`config.mk`:
```
export PLATFORM = sky130hd
export DESIGN_NAME = hazard_md_ctrl
export DESIGN_NICKNAME = d
export VERILOG_FILES = /design/src/rtl/hazard_md_ctrl.sv
export SDC_FILE = /design/constraint.sdc
export NUM_CORES = 1
export LEC_CHECK = 0
export BUFFER_PORTS_ARGS = -buffer_cell sky130_fd_sc_hd__buf_2
export CORE_MARGIN = 5
export CORE_UTILIZATION = 40
export DETAILED_ROUTE_END_ITERATION = 16
export GPL_ROUTABILITY_DRIVEN = 0
export GPL_TIMING_DRIVEN = 0
export PLACE_DENSITY = 0.66
export SKIP_LAST_GASP = 1
export SLEW_MARGIN = 5
export SYNTH_ARGS = -nofsm -noshare
export SYNTH_HDL_FRONTEND = slang
export SYNTH_SLANG_ARGS = --single-unit
export TNS_END_PERCENT = 10
```
`constraint.sdc`:
```
create_clock -name Clk -period 3.2 [get_ports Clk]
set_input_delay 0.32 -clock Clk [delete_from_list [all_inputs] [get_ports Clk]]
set_output_delay 0.32 -clock Clk [all_outputs]
set_load 0.05 [all_outputs]
```
`src/rtl/hazard_md_ctrl.sv`:
```
// Hazard detection and HI/LO multiply/divide sequencing for the five-stage core.
// All state advances on the falling edge of Clk, in step with the pipeline registers.
module hazard_md_ctrl #(
    parameter int MULT_CYCLES = 5,
    parameter int DIV_CYCLES  = 10,
    parameter int CNT_W       = 4
) (
    input  logic        Clk,
    input  logic        Reset,
    input  logic [4:0]  Rs_D,
    input  logic [4:0]  Rt_D,
    input  logic [1:0]  Tuse_Rs_D,
    input  logic [1:0]  Tuse_Rt_D,
    input  logic        UseMd_D,
    input  logic [4:0]  WriteReg_E,
    input  logic [4:0]  WriteReg_M,
    input  logic        RegWrite_E,
    input  logic        RegWrite_M,
    input  logic [1:0]  Tnew_E,
    input  logic [1:0]  Tnew_M,
    input  logic        Start_E,
    input  logic        IsDiv_E,
    output logic        Stall,
    output logic        Flush_E,
    output logic        Busy,
    output logic        MdDone,
    output logic [15:0] StallCnt
);

    typedef enum logic [0:0] {
        ST_IDLE = 1'b0,
        ST_BUSY = 1'b1
    } md_state_e;

    localparam logic [CNT_W-1:0] MULT_LOAD = CNT_W'(MULT_CYCLES);
    localparam logic [CNT_W-1:0] DIV_LOAD  = CNT_W'(DIV_CYCLES);
    localparam logic [CNT_W-1:0] CNT_ONE   = CNT_W'(1);
    localparam logic [15:0]      STALL_MAX = 16'hFFFF;

    md_state_e        state_q, state_d;
    logic [CNT_W-1:0] cnt_q, cnt_d;
    logic             md_done_q, md_done_d;
    logic [15:0]      stall_cnt_q, stall_cnt_d;

    logic rs_haz;
    logic rt_haz;
    logic md_haz;

    // A source stalls only if a producer in E or M will not have its value
    // ready by the time this instruction needs it; $0 is hard-wired zero.
    function automatic logic src_hazard(
        input logic [4:0] src,
        input logic [1:0] tuse,
        input logic       rw_e,
        input logic [4:0] wr_e,
        input logic [1:0] tnew_e,
        input logic       rw_m,
        input logic [4:0] wr_m,
        input logic [1:0] tnew_m
    );
        logic hit_e;
        logic hit_m;
        hit_e = rw_e && (wr_e == src) && (tnew_e > tuse);
        hit_m = rw_m && (wr_m == src) && (tnew_m > tuse);
        return (src != 5'd0) && (hit_e || hit_m);
    endfunction

    always_comb begin
        rs_haz = src_hazard(Rs_D, Tuse_Rs_D, RegWrite_E, WriteReg_E, Tnew_E,
                            RegWrite_M, WriteReg_M, Tnew_M);
        rt_haz = src_hazard(Rt_D, Tuse_Rt_D, RegWrite_E, WriteReg_E, Tnew_E,
                            RegWrite_M, WriteReg_M, Tnew_M);
        // Start_E counts as busy so a HI/LO user directly behind a starting
        // mult/div is held before the unit has even registered the start.
        md_haz = UseMd_D && ((state_q == ST_BUSY) || Start_E);
    end

    assign Stall    = rs_haz || rt_haz || md_haz;
    assign Flush_E  = Stall;
    assign Busy     = (state_q == ST_BUSY);
    assign MdDone   = md_done_q;
    assign StallCnt = stall_cnt_q;

    always_comb begin
        // NOTE: every signal driven here gets a default first, so no path
        // through the case can leave one unassigned and infer a latch.
        state_d     = state_q;
        cnt_d       = cnt_q;
        md_done_d   = 1'b0;
        stall_cnt_d = stall_cnt_q;

        case (state_q)
            ST_IDLE: begin
                if (Start_E) begin
                    state_d = ST_BUSY;
                    cnt_d   = IsDiv_E ? DIV_LOAD : MULT_LOAD;
                end
            end
            ST_BUSY: begin
                // A Start_E seen here cannot be legal and is dropped.
                if (cnt_q == CNT_ONE) begin
                    state_d   = ST_IDLE;
                    cnt_d     = '0;
                    md_done_d = 1'b1;
                end else begin
                    cnt_d = cnt_q - CNT_ONE;
                end
            end
            default: begin
                state_d = ST_IDLE;
                cnt_d   = '0;
            end
        endcase

        if (Stall && (stall_cnt_q != STALL_MAX)) begin
            stall_cnt_d = stall_cnt_q + 16'd1;
        end
    end

    // NOTE: state registers use non-blocking assignments so every flop samples
    // the values from before this edge, independent of statement order.
    always_ff @(negedge Clk) begin
        if (Reset) begin
            state_q     <= ST_IDLE;
            cnt_q       <= '0;
            md_done_q   <= 1'b0;
            stall_cnt_q <= '0;
        end else begin
            state_q     <= state_d;
            cnt_q       <= cnt_d;
            md_done_q   <= md_done_d;
            stall_cnt_q <= stall_cnt_d;
        end
    end

endmodule
```
==> run_results.csv <==
group,metric,value,unit
power_and_ir_drop,power_leakage,1.03,nW
route,wl_per_cell,13.7,um
logic_synthesis,synth_edf_count,0,
floorplanning,die_h,73.5,um
sta,hold_slack,0.502,ns
logic_synthesis,async_reset_ff_share,0,%
floorplanning,dieWidth,73.5,um
worst_setup_path,setup.worst_path.start_class,"input pin",
logic_synthesis,synth_top_flop_cell,"dfxtp_1",
route,viasPerCell,5.27,
power_and_ir_drop,total_power,0.800,mW
placement,portBuffers,53,
run_status,violations,"setup timing",
sta,rsz0062_at_grt,"true",
sta,slew_headroom,61.9,%
logic_synthesis,netlist_area,1610,um^2
route,drt_iter0_markers,66,
clock_network,htreeDepth,1,
min_path,min_path_type,"flip-flop to flip-flop",
global_route,antenna_found_initial,0,
route,antenna_left,0,
logic_synthesis,syn_avg_cell_area,7.98,um^2
placement,dp.cells,305,
floorplanning,dieArea,5400,um^2
clock_network,cts_made_buffers,3,
job,maxCapViolations,0,
logic_synthesis,seq_area_frac_synth,27.3,%
placement,pre_cts_ws,-0.839,ns
power_and_ir_drop,irDropWorstVdd,0.344,mV
sta,setup_viol,18,
logic_synthesis,synth.most_common_cell,"dfxtp_1",
layout,drive_above_1_share,38.5,%
logic_synthesis,netlist_top_cells_area,"dfxtp_1 (27%), ha_1 (8.5%), xnor2_1 (8.1%)",
sta,timing.final.ws_setup,-0.345,ns
sta,hold_viol,0,
logic_synthesis,synth_top_area_share,27.3,%
sta,tightestPinTransition,0.572,ns
route,first_pass_iters,4,
sta,drv_slew,0,
clock_network,clock_sinks,22,
route,drt-total-wl,4550,um
layout,fin_cells,333,
worst_setup_path,crit_type,"input pin to flip-flop",
worst_setup_path,path_max_fanout,5,
logic_synthesis,synth_common_cells,"dfxtp_1 (22), inv_1 (16), nand3_1 (16)",
floorplanning,start_util,40.9,%
layout,seqCellArea,440,um^2
worst_setup_path,cp-end-kind,"flip-flop",
clock_network,insertion_delay,0.34,ns
clock_network,cts_root_buf,"clkbuf_8",
layout,multi_input_area,1310,um^2
floorplanning,rows,23,
layout,layout.nets,330,
logic_synthesis,synth_warnings,0,
route,drc,0,
route,vias,1754,
layout,n_fill_cell,355,
power_and_ir_drop,p_per_area,330,nW/um^2
clock_network,cts_hold_buf,0,
global_route,grt_pass1_vias,1746,
floorplanning,core_region_area,3940,um^2
layout,insertedDiodeCount,0,
clock_network,clk_pin_slew_worst_paths,0.04,ns
floorplanning,io-pin-count,55,
worst_setup_path,arrival,2.17,ns
logic_synthesis,yosysTopAreaCell,"dfxtp_1",
layout,syn2layout_area_growth,50.3,%
sta,skew,0.0157,ns
logic_synthesis,synth_fp_nets,248,
clock_network,cts_tree,"done",
run_status,status,"finished, violations left",
global_route,grt.total_usage,16.5,%
global_route,grt_overflow,0,
logic_synthesis,synth_cells,202,
placement,post-dp-hpwl,3330,um
global_route,grt_max_degree,13,
global_route,grt_pass1_wl,7370,um
logic_synthesis,ys_seq_elements,22,
worst_setup_path,r2r_slack,0.53,ns
layout,utilization,61.5,%
worst_setup_path,cp_data_required_time,1.83,ns
logic_synthesis,netlist-cell-type-count,34,
clock_network,clock_path_buffers,2,
## registers in the layout, indices dropped and copies added, names as in the netlist
| register | count |
|---|---|
| StallCnt | 16 |
| cnt_q | 4 |
| MdDone | 1 |
| Busy | 1 |
## layer usage
layer / global-route usage (%) / vias to the layer above / share of wire, %
li1: - / 889 / -
met3: 4.79 / 6 / 6.6
met4: 5.84 / 0 / 0.75
met5: 0 / - / 0
met2: 26.4 / 46 / 49
met1: 21.1 / 813 / 43
## final timing paths
check                                               from                  endpoint  depth (start not counted)
worst min register to register  StallCnt[1]$_SDFFE_NP0P_  StallCnt[1]$_SDFFE_NP0P_                          2
worst max-delay path                        Tuse_Rt_D[1]  StallCnt[3]$_SDFFE_NP0P_                         14
worst min-delay path            StallCnt[1]$_SDFFE_NP0P_  StallCnt[1]$_SDFFE_NP0P_                          2
worst max register to register  StallCnt[4]$_SDFFE_NP0P_  StallCnt[2]$_SDFFE_NP0P_                          8
## report_power, final
group | internal (mW) | switching [mW]
logic | 0.0966 | 0.119
registers | 0.285 | 0.00755
clock network | 0.122 | 0.170
total | 0.504 | 0.296
## layout by cell type (no fill, tap or decap), types with 3 or more instances in the layout
| master | synthesis | routed |
|---|---|---|
| nor2_1 | 13 | 13 |
| xor2_1 | 6 | 6 |
| o22ai_1 | 4 | 4 |
| inv_4 | 0 | 4 |
| o31ai_4 | 0 | 3 |
| nor2b_1 | 6 | 6 |
| a211oi_1 | 3 | 3 |
| a21oi_2 | 0 | 4 |
| buf_6 | 2 | 6 |
| nor3_1 | 4 | 4 |
| nand2_1 | 11 | 11 |
| and3_1 | 4 | 3 |
| mux2_2 | 6 | 4 |
| clkbuf_8 | 0 | 3 |
| xnor2_1 | 15 | 15 |
| buf_4 | 1 | 4 |
| a21oi_1 | 14 | 10 |
| nor4_4 | 0 | 3 |
| clkbuf_1 | 5 | 5 |
| or4_1 | 8 | 5 |
| o21ai_0 | 4 | 3 |
| nor4_2 | 1 | 3 |
| ha_1 | 11 | 4 |
| buf_2 | 3 | 50 |
| or4_4 | 0 | 3 |
| ha_4 | 0 | 7 |
| nand3_1 | 16 | 14 |
| inv_1 | 16 | 32 |
| dfxtp_1 | 22 | 22 |
## what timing repair did
| item | in CTS | in global routing |
|---|---|---|
| buffers inserted | 2 | 1 |
| pin swaps | 10 | 16 |
| cloned | 1 | 0 |
| endpoints found under the setup margin | 18 | 18 |
| gates resized for setup | 16 | 25 |
## critical path, stage by stage
cell	delay [ns]
buf_6	0.07
inv_4	0.03
buf_4	0.13
ha_4	0.26
nand2_1	0.05
nand3_1	0.09
nor4_2	0.04
o22ai_1	0.16
and3_4	0.27
buf_16	0.13
clkinvlp_4	0.12
buf_6	0.14
nand3_2	0.05
mux2_4	0.30
## final cells by class
type / instances / share of cell area [%]
plain buffers: 10 / 2.58
clock inverters: 23 / 3.61
repair buffers: 57 / 14.3
well taps: 50 / 2.58
flip-flops and latches: 22 / 18.2
multi-input cells: 153 / 54.2
inverters: 15 / 2.89
clock buffers: 3 / 1.70
## cells by family after synthesis
logic type,after synthesis,synth area share [%]
AND/OR/NAND/NOR,76,25.5
AO/OA/AOI/OAI,39,15.4
buffers and inverters,27,7.68
flip-flops,22,27.3
XOR/XNOR,21,11.4
adder cells (fa/ha/maj),11,8.53
multiplexers,6,4.19
## metrics by stage
stage	setup TNS [ns]	cell area, um^2
after floorplan	-7.78	1750
after global placement	-12.42	2080
after detailed placement	-12.87	2080
after CTS	-5.18	2290
after global routing	-7.06	2420
final	-4.72	2420
Power figures use the tool's default switching activity.
